### src/rtl/btn_debounce_pulse.sv
// Push-button conditioner: two-flop synchroniser, debounce FSM with a
// stability counter, one-cycle press strobe and optional hold-to-repeat.
// The strobe is the advance enable for the downstream Gray counter.
module btn_debounce_pulse #(
    parameter int DELAY  = 4,   // consecutive stable cycles needed to accept a change
    parameter int CW     = 8,   // width of the stability and repeat counters
    parameter int REPEAT = 0    // auto-repeat period while held, 0 = off
) (
    input  logic clk,
    input  logic rst,           // asynchronous, active low
    input  logic btw,           // raw bouncing button line
    output logic btn_level,
    output logic btn_pulse,
    output logic busy
);

    typedef enum logic [1:0] {
        IDLE      = 2'd0,
        ARMING    = 2'd1,
        HELD      = 2'd2,
        RELEASING = 2'd3
    } state_t;

    localparam logic [CW-1:0] ONE       = CW'(1);
    localparam logic [CW-1:0] STAB_LAST = CW'(DELAY - 1);
    localparam logic [CW-1:0] REP_LAST  = (REPEAT > 0) ? CW'(REPEAT - 1) : '0;
    // With DELAY=1 the first stable sample is already enough, so the
    // qualifying states are skipped entirely.
    localparam bit            FAST      = (DELAY == 1);
    localparam bit            REP_EN    = (REPEAT != 0);

    logic          s1_q, s2_q;
    state_t        state_q, state_d;
    logic [CW-1:0] stab_q, stab_d;
    logic [CW-1:0] rep_q, rep_d;
    logic          level_q, level_d;
    logic          pulse_q, pulse_d;
    logic          busy_q, busy_d;

    // Two-flop synchroniser for the asynchronous button line.
    always_ff @(posedge clk or negedge rst) begin
        if (!rst) begin
            s1_q <= 1'b0;
            s2_q <= 1'b0;
        end else begin
            s1_q <= btw;
            s2_q <= s1_q;
        end
    end

    // Next-state, counter and output decode for the debounce FSM.
    always_comb begin
        state_d = state_q;
        stab_d  = stab_q;
        rep_d   = rep_q;
        level_d = level_q;
        pulse_d = 1'b0;
        case (state_q)
            IDLE: begin
                level_d = 1'b0;
                if (s2_q) begin
                    if (FAST) begin
                        state_d = HELD;
                        level_d = 1'b1;
                        pulse_d = 1'b1;
                        rep_d   = '0;
                        stab_d  = '0;
                    end else begin
                        state_d = ARMING;
                        stab_d  = ONE;
                    end
                end
            end
            ARMING: begin
                if (!s2_q) begin
                    // Bounce: went low before the press was qualified.
                    state_d = IDLE;
                    stab_d  = '0;
                end else if (stab_q == STAB_LAST) begin
                    state_d = HELD;
                    level_d = 1'b1;
                    pulse_d = 1'b1;
                    rep_d   = '0;
                    stab_d  = '0;
                end else begin
                    stab_d = stab_q + ONE;
                end
            end
            HELD: begin
                if (!s2_q) begin
                    if (FAST) begin
                        state_d = IDLE;
                        level_d = 1'b0;
                        stab_d  = '0;
                    end else begin
                        state_d = RELEASING;
                        stab_d  = ONE;
                    end
                end else if (REP_EN) begin
                    // The pulse_q guard keeps strobes apart when REPEAT=1,
                    // turning it into a repeat every second cycle.
                    if (rep_q == REP_LAST) begin
                        if (!pulse_q) begin
                            pulse_d = 1'b1;
                            rep_d   = '0;
                        end
                    end else begin
                        rep_d = rep_q + ONE;
                    end
                end
            end
            RELEASING: begin
                if (s2_q) begin
                    // Release glitch: resume the hold, repeat phase preserved.
                    state_d = HELD;
                    stab_d  = '0;
                end else if (stab_q == STAB_LAST) begin
                    state_d = IDLE;
                    level_d = 1'b0;
                    stab_d  = '0;
                end else begin
                    stab_d = stab_q + ONE;
                end
            end
            default: begin
                state_d = IDLE;
                stab_d  = '0;
                rep_d   = '0;
                level_d = 1'b0;
            end
        endcase
        busy_d = (state_d == ARMING) || (state_d == RELEASING);
    end

    // State, counters and registered outputs.
    always_ff @(posedge clk or negedge rst) begin
        if (!rst) begin
            state_q <= IDLE;
            stab_q  <= '0;
            rep_q   <= '0;
            level_q <= 1'b0;
            pulse_q <= 1'b0;
            busy_q  <= 1'b0;
        end else begin
            state_q <= state_d;
            stab_q  <= stab_d;
            rep_q   <= rep_d;
            level_q <= level_d;
            pulse_q <= pulse_d;
            busy_q  <= busy_d;
        end
    end

    assign btn_level = level_q;
    assign btn_pulse = pulse_q;
    assign busy      = busy_q;

endmodule

### config.mk
export PLATFORM = sky130hd
export DESIGN_NAME = btn_debounce_pulse
export DESIGN_NICKNAME = d
export VERILOG_FILES = /design/src/rtl/btn_debounce_pulse.sv
export SDC_FILE = /design/constraint.sdc
export NUM_CORES = 1
export LEC_CHECK = 0
export ABC_CLOCK_PERIOD_IN_PS = 1650
export CAP_MARGIN = 20
export CORE_MARGIN = 4
export CORE_UTILIZATION = 53
export CTS_BUF_LIST = sky130_fd_sc_hd__clkbuf_16
export DETAILED_ROUTE_END_ITERATION = 10
export GPL_TIMING_DRIVEN = 1
export HOLD_SLACK_MARGIN = 0.06
export PLACE_DENSITY_LB_ADDON = 0.08
export SLEW_MARGIN = 10
export SYNTH_ARGS = -nofsm -noshare
export SYNTH_HDL_FRONTEND = slang
export SYNTH_SLANG_ARGS = --single-unit
### constraint.sdc
create_clock -name clk -period 1.65 [get_ports clk]
set_input_delay 0.165 -clock clk [delete_from_list [all_inputs] [get_ports clk]]
set_output_delay 0.165 -clock clk [all_outputs]
set_load 0.02 [all_outputs]
==> impl_metrics.ini <==
[status]
status = complete, no violations

[place]
place.gp.congestion = 0.7488
dp.cells = 81
dp_hpwl_um = 874.2
io_buffer_count = 5

[global_routing]
grt-busiest-layer = met2
use_met1 = 0.2067
grt_pass1_wl_um = 2408
overflow = 0
antenna_found_initial = 0
grt.met3_usage = 0.08130
grt_util_met2 = 0.2820
grt_max_degree = 16
grt_pass1_vias = 491
grt_usage = 0.1749

[yosys]
yosysSeqAreaShare = 0.5348
synth_area_leader_cell = dfrtp_1
synth_area_leaders = dfrtp_1 (53%), a31oi_1 (5.3%), a22o_2 (4.3%)
ys_warn_count = 0
postSynthCellCount = 58
syn_area_per_cell_um2 = 12.10
synth_cell_type_count = 28
synth_fp_nets = 62
synth_top_area_share = 0.5348
synth.cell_area_um2 = 701.9
synth_seq_cells = 15

[setup_path]
cp_slowest_stage_delay_ps = 410
worst-setup-path-type = flop to flop
critical-path-slowest-cell = dfrtp_1
cp_cell_sequence = ha_4 > nor4b_4 > a211oi_2 > buf_4 > a21o_1 > a22o_1
cp_max_fo = 11
crit_required_ps = 1780
end_kind = flop
critPathLaunchType = flop
critical_path_arrival_ps = 1680
ff2ff_setup_slack_ps = 90

[routing]
num_vias = 514
wl_um = 1395
drc = 0
via_per_inst = 6.047
drtPass1Iterations = 4
first_iter_violations = 9
routedWlPerCell_um = 16.41
antenna_left = 0

[cts]
cts_made_buffers = 3
clock-sinks = 15
clkTransAtPathRegs_ps = 50
clk_latency_ps = 240
root_buffer = clkbuf_16
hold_buffers = 0
cts_setup_buffers = 0
htree_levels = 1
cts_buffer_depth = 2
cts_tree = yes
cts.repair.resized = 0

[power]
combPwrFrac = 0.314
leakage_nw = 0.3974
internal_power_mw = 0.9878
switching_power_mw = 0.4483
p_clk_frac = 0.318
seqPwrFrac = 0.368
netSwitchingFraction = 0.3122
power_density_nw_per_um2 = 1614
ir_drop_mv = 1.216
total_power_mw = 1.436

[die]
start_util = 0.5994
io_pins = 6
rows = 12
coreArea_um2 = 1171
die_x_um = 44.39
die_h_um = 44.39
design.die.area_um2 = 1970

[timing]
finClkSkew_ps = 4.077
relSlewSlack = 0.7241
finalHoldViolCount = 0
drv_slew = 0
setup_violations = 0
fmax_mhz = 641.7
fin_crit_sh = 0.9444
period_minus_slack_ps = 1558
tightest_slew_ps = 410.9
tns_ps = 0
rsz0062_at_grt = no

[final_layout]
fillers = 76
final_core_util = 0.7596
layout.nets = 76
multi_input_area_um2 = 319.1
regArea_um2 = 375.4
drive_gt1_frac = 0.2817
instances_no_fill = 85
synthToLayoutAreaGrowth_pct = 26.74
diodes = 0

[flow_run]
maxCapViolCount = 0

[worst_hold_path]
hp-class = primary input to asynchronous set/reset pin
-- cell usage after synthesis --
cell type,instances
buf_6,1
a41oi_1,1
o221ai_1,1
a21o_1,1
xnor2_1,2
dfrtp_1,15
nand3_1,3
a31oi_1,6
nand4_1,1
inv_1,1
mux2_2,2
a22o_1,1
buf_2,1
and4_2,1
and3_2,1
a211oi_2,1
nand2b_1,2
a21oi_1,1
or2b_1,1
nand2_1,4
nor3_2,1
ha_1,1
a22o_2,3
o21ai_0,1
xor2_1,1
nor4b_4,1
and2_1,1
nor2_1,2
-- worst paths after layout --
kind,to,start,cells past startpoint
min reg2reg,s2_q,s1_q,0
max reg2reg,stab_q[3],stab_q[1],6
min in group clk,s2_q,s1_q,0
max in group asynchronous,s2_q,rst,2
max,stab_q[3],stab_q[1],6
min,stab_q[4],rst,2
-- final cells by class --
type | count | share of cell area
Tap cell | 14 | 0.01969
Multi-Input combinational cell | 40 | 0.3586
Inverter | 1 | 0.004219
Clock inverter | 1 | 0.004219
Sequential cell | 15 | 0.4219
Timing Repair Buffer | 11 | 0.1069
Clock buffer | 3 | 0.08439
-- state kept, by name, summed over array words and instances, names as in the netlist --
| register | cells |
|---|---|
| btn_level | 1 |
| btn_pulse | 1 |
| busy | 1 |
| state_q | 2 |
| s1_q | 1 |
| s2_q | 1 |
| stab_q | 8 |
-- logic make-up after synthesis --
| group | Yosys count | share of synthesized area |
|---|---|---|
| adders and majority gates | 1 | 0.01782 |
| muxes | 2 | 0.03208 |
| buffers and inverters | 3 | 0.02851 |
| AOI/OAI and AO/OA | 16 | 0.1765 |
| DFF | 15 | 0.5348 |
| xor gates and xnor gates | 3 | 0.03744 |
| and+or+nand+nor | 18 | 0.1729 |
-- metrics by stage --
step	worst slack, ps	hold WS [ps]	cell area (µm²)
after global routing	6.369	262.0	889.6
final	91.67	238.1	889.6
after CTS	35.09	249.0	877.1
after global placement	110.3	336.3	798.3
after floorplan	134.7	-130.6	701.9
after detailed placement	70.99	353.0	798.3
-- cells in the final DEF (no fill, tap or decap), drive strengths merged, types with 2 or more instances in the layout --
cell / Yosys / final
a22o: 4 / 4
a31oi: 6 / 6
buf: 2 / 6
clkbuf: 0 / 3
clkdlybuf4s50: 0 / 5
dfrtp: 15 / 15
inv: 1 / 2
mux2: 2 / 2
nand2: 4 / 4
nand2b: 2 / 2
nand3: 3 / 3
nor2: 2 / 2
xnor2: 2 / 2
-- worst max-delay path, delay by kind of cell, from the launching register on --
kind | cells | cell delay [ps]
AOI/OAI and AO/OA | 3 | 430
adders and majority gates | 1 | 170
buffers and inverters | 1 | 190
DFF | 1 | 410
and+or+nand+nor | 1 | 230
-- power groups by stage --
stage               Clock [mW]  Combinational [mW]  Sequential (mW)
floorplan                    0               0.282            0.538
global placement             0               0.419            0.519
detailed placement           0               0.434            0.523
CTS                      0.461               0.450            0.518
global route             0.478               0.507            0.543
finish                   0.457               0.451            0.528
-- layer usage --
layer,up-vias,part of all wire
li1,243,-
met1,256,0.41
met2,13,0.51
met3,2,0.067
met4,0,0.0086
met5,-,0
(Power assumes the default switching activity.)
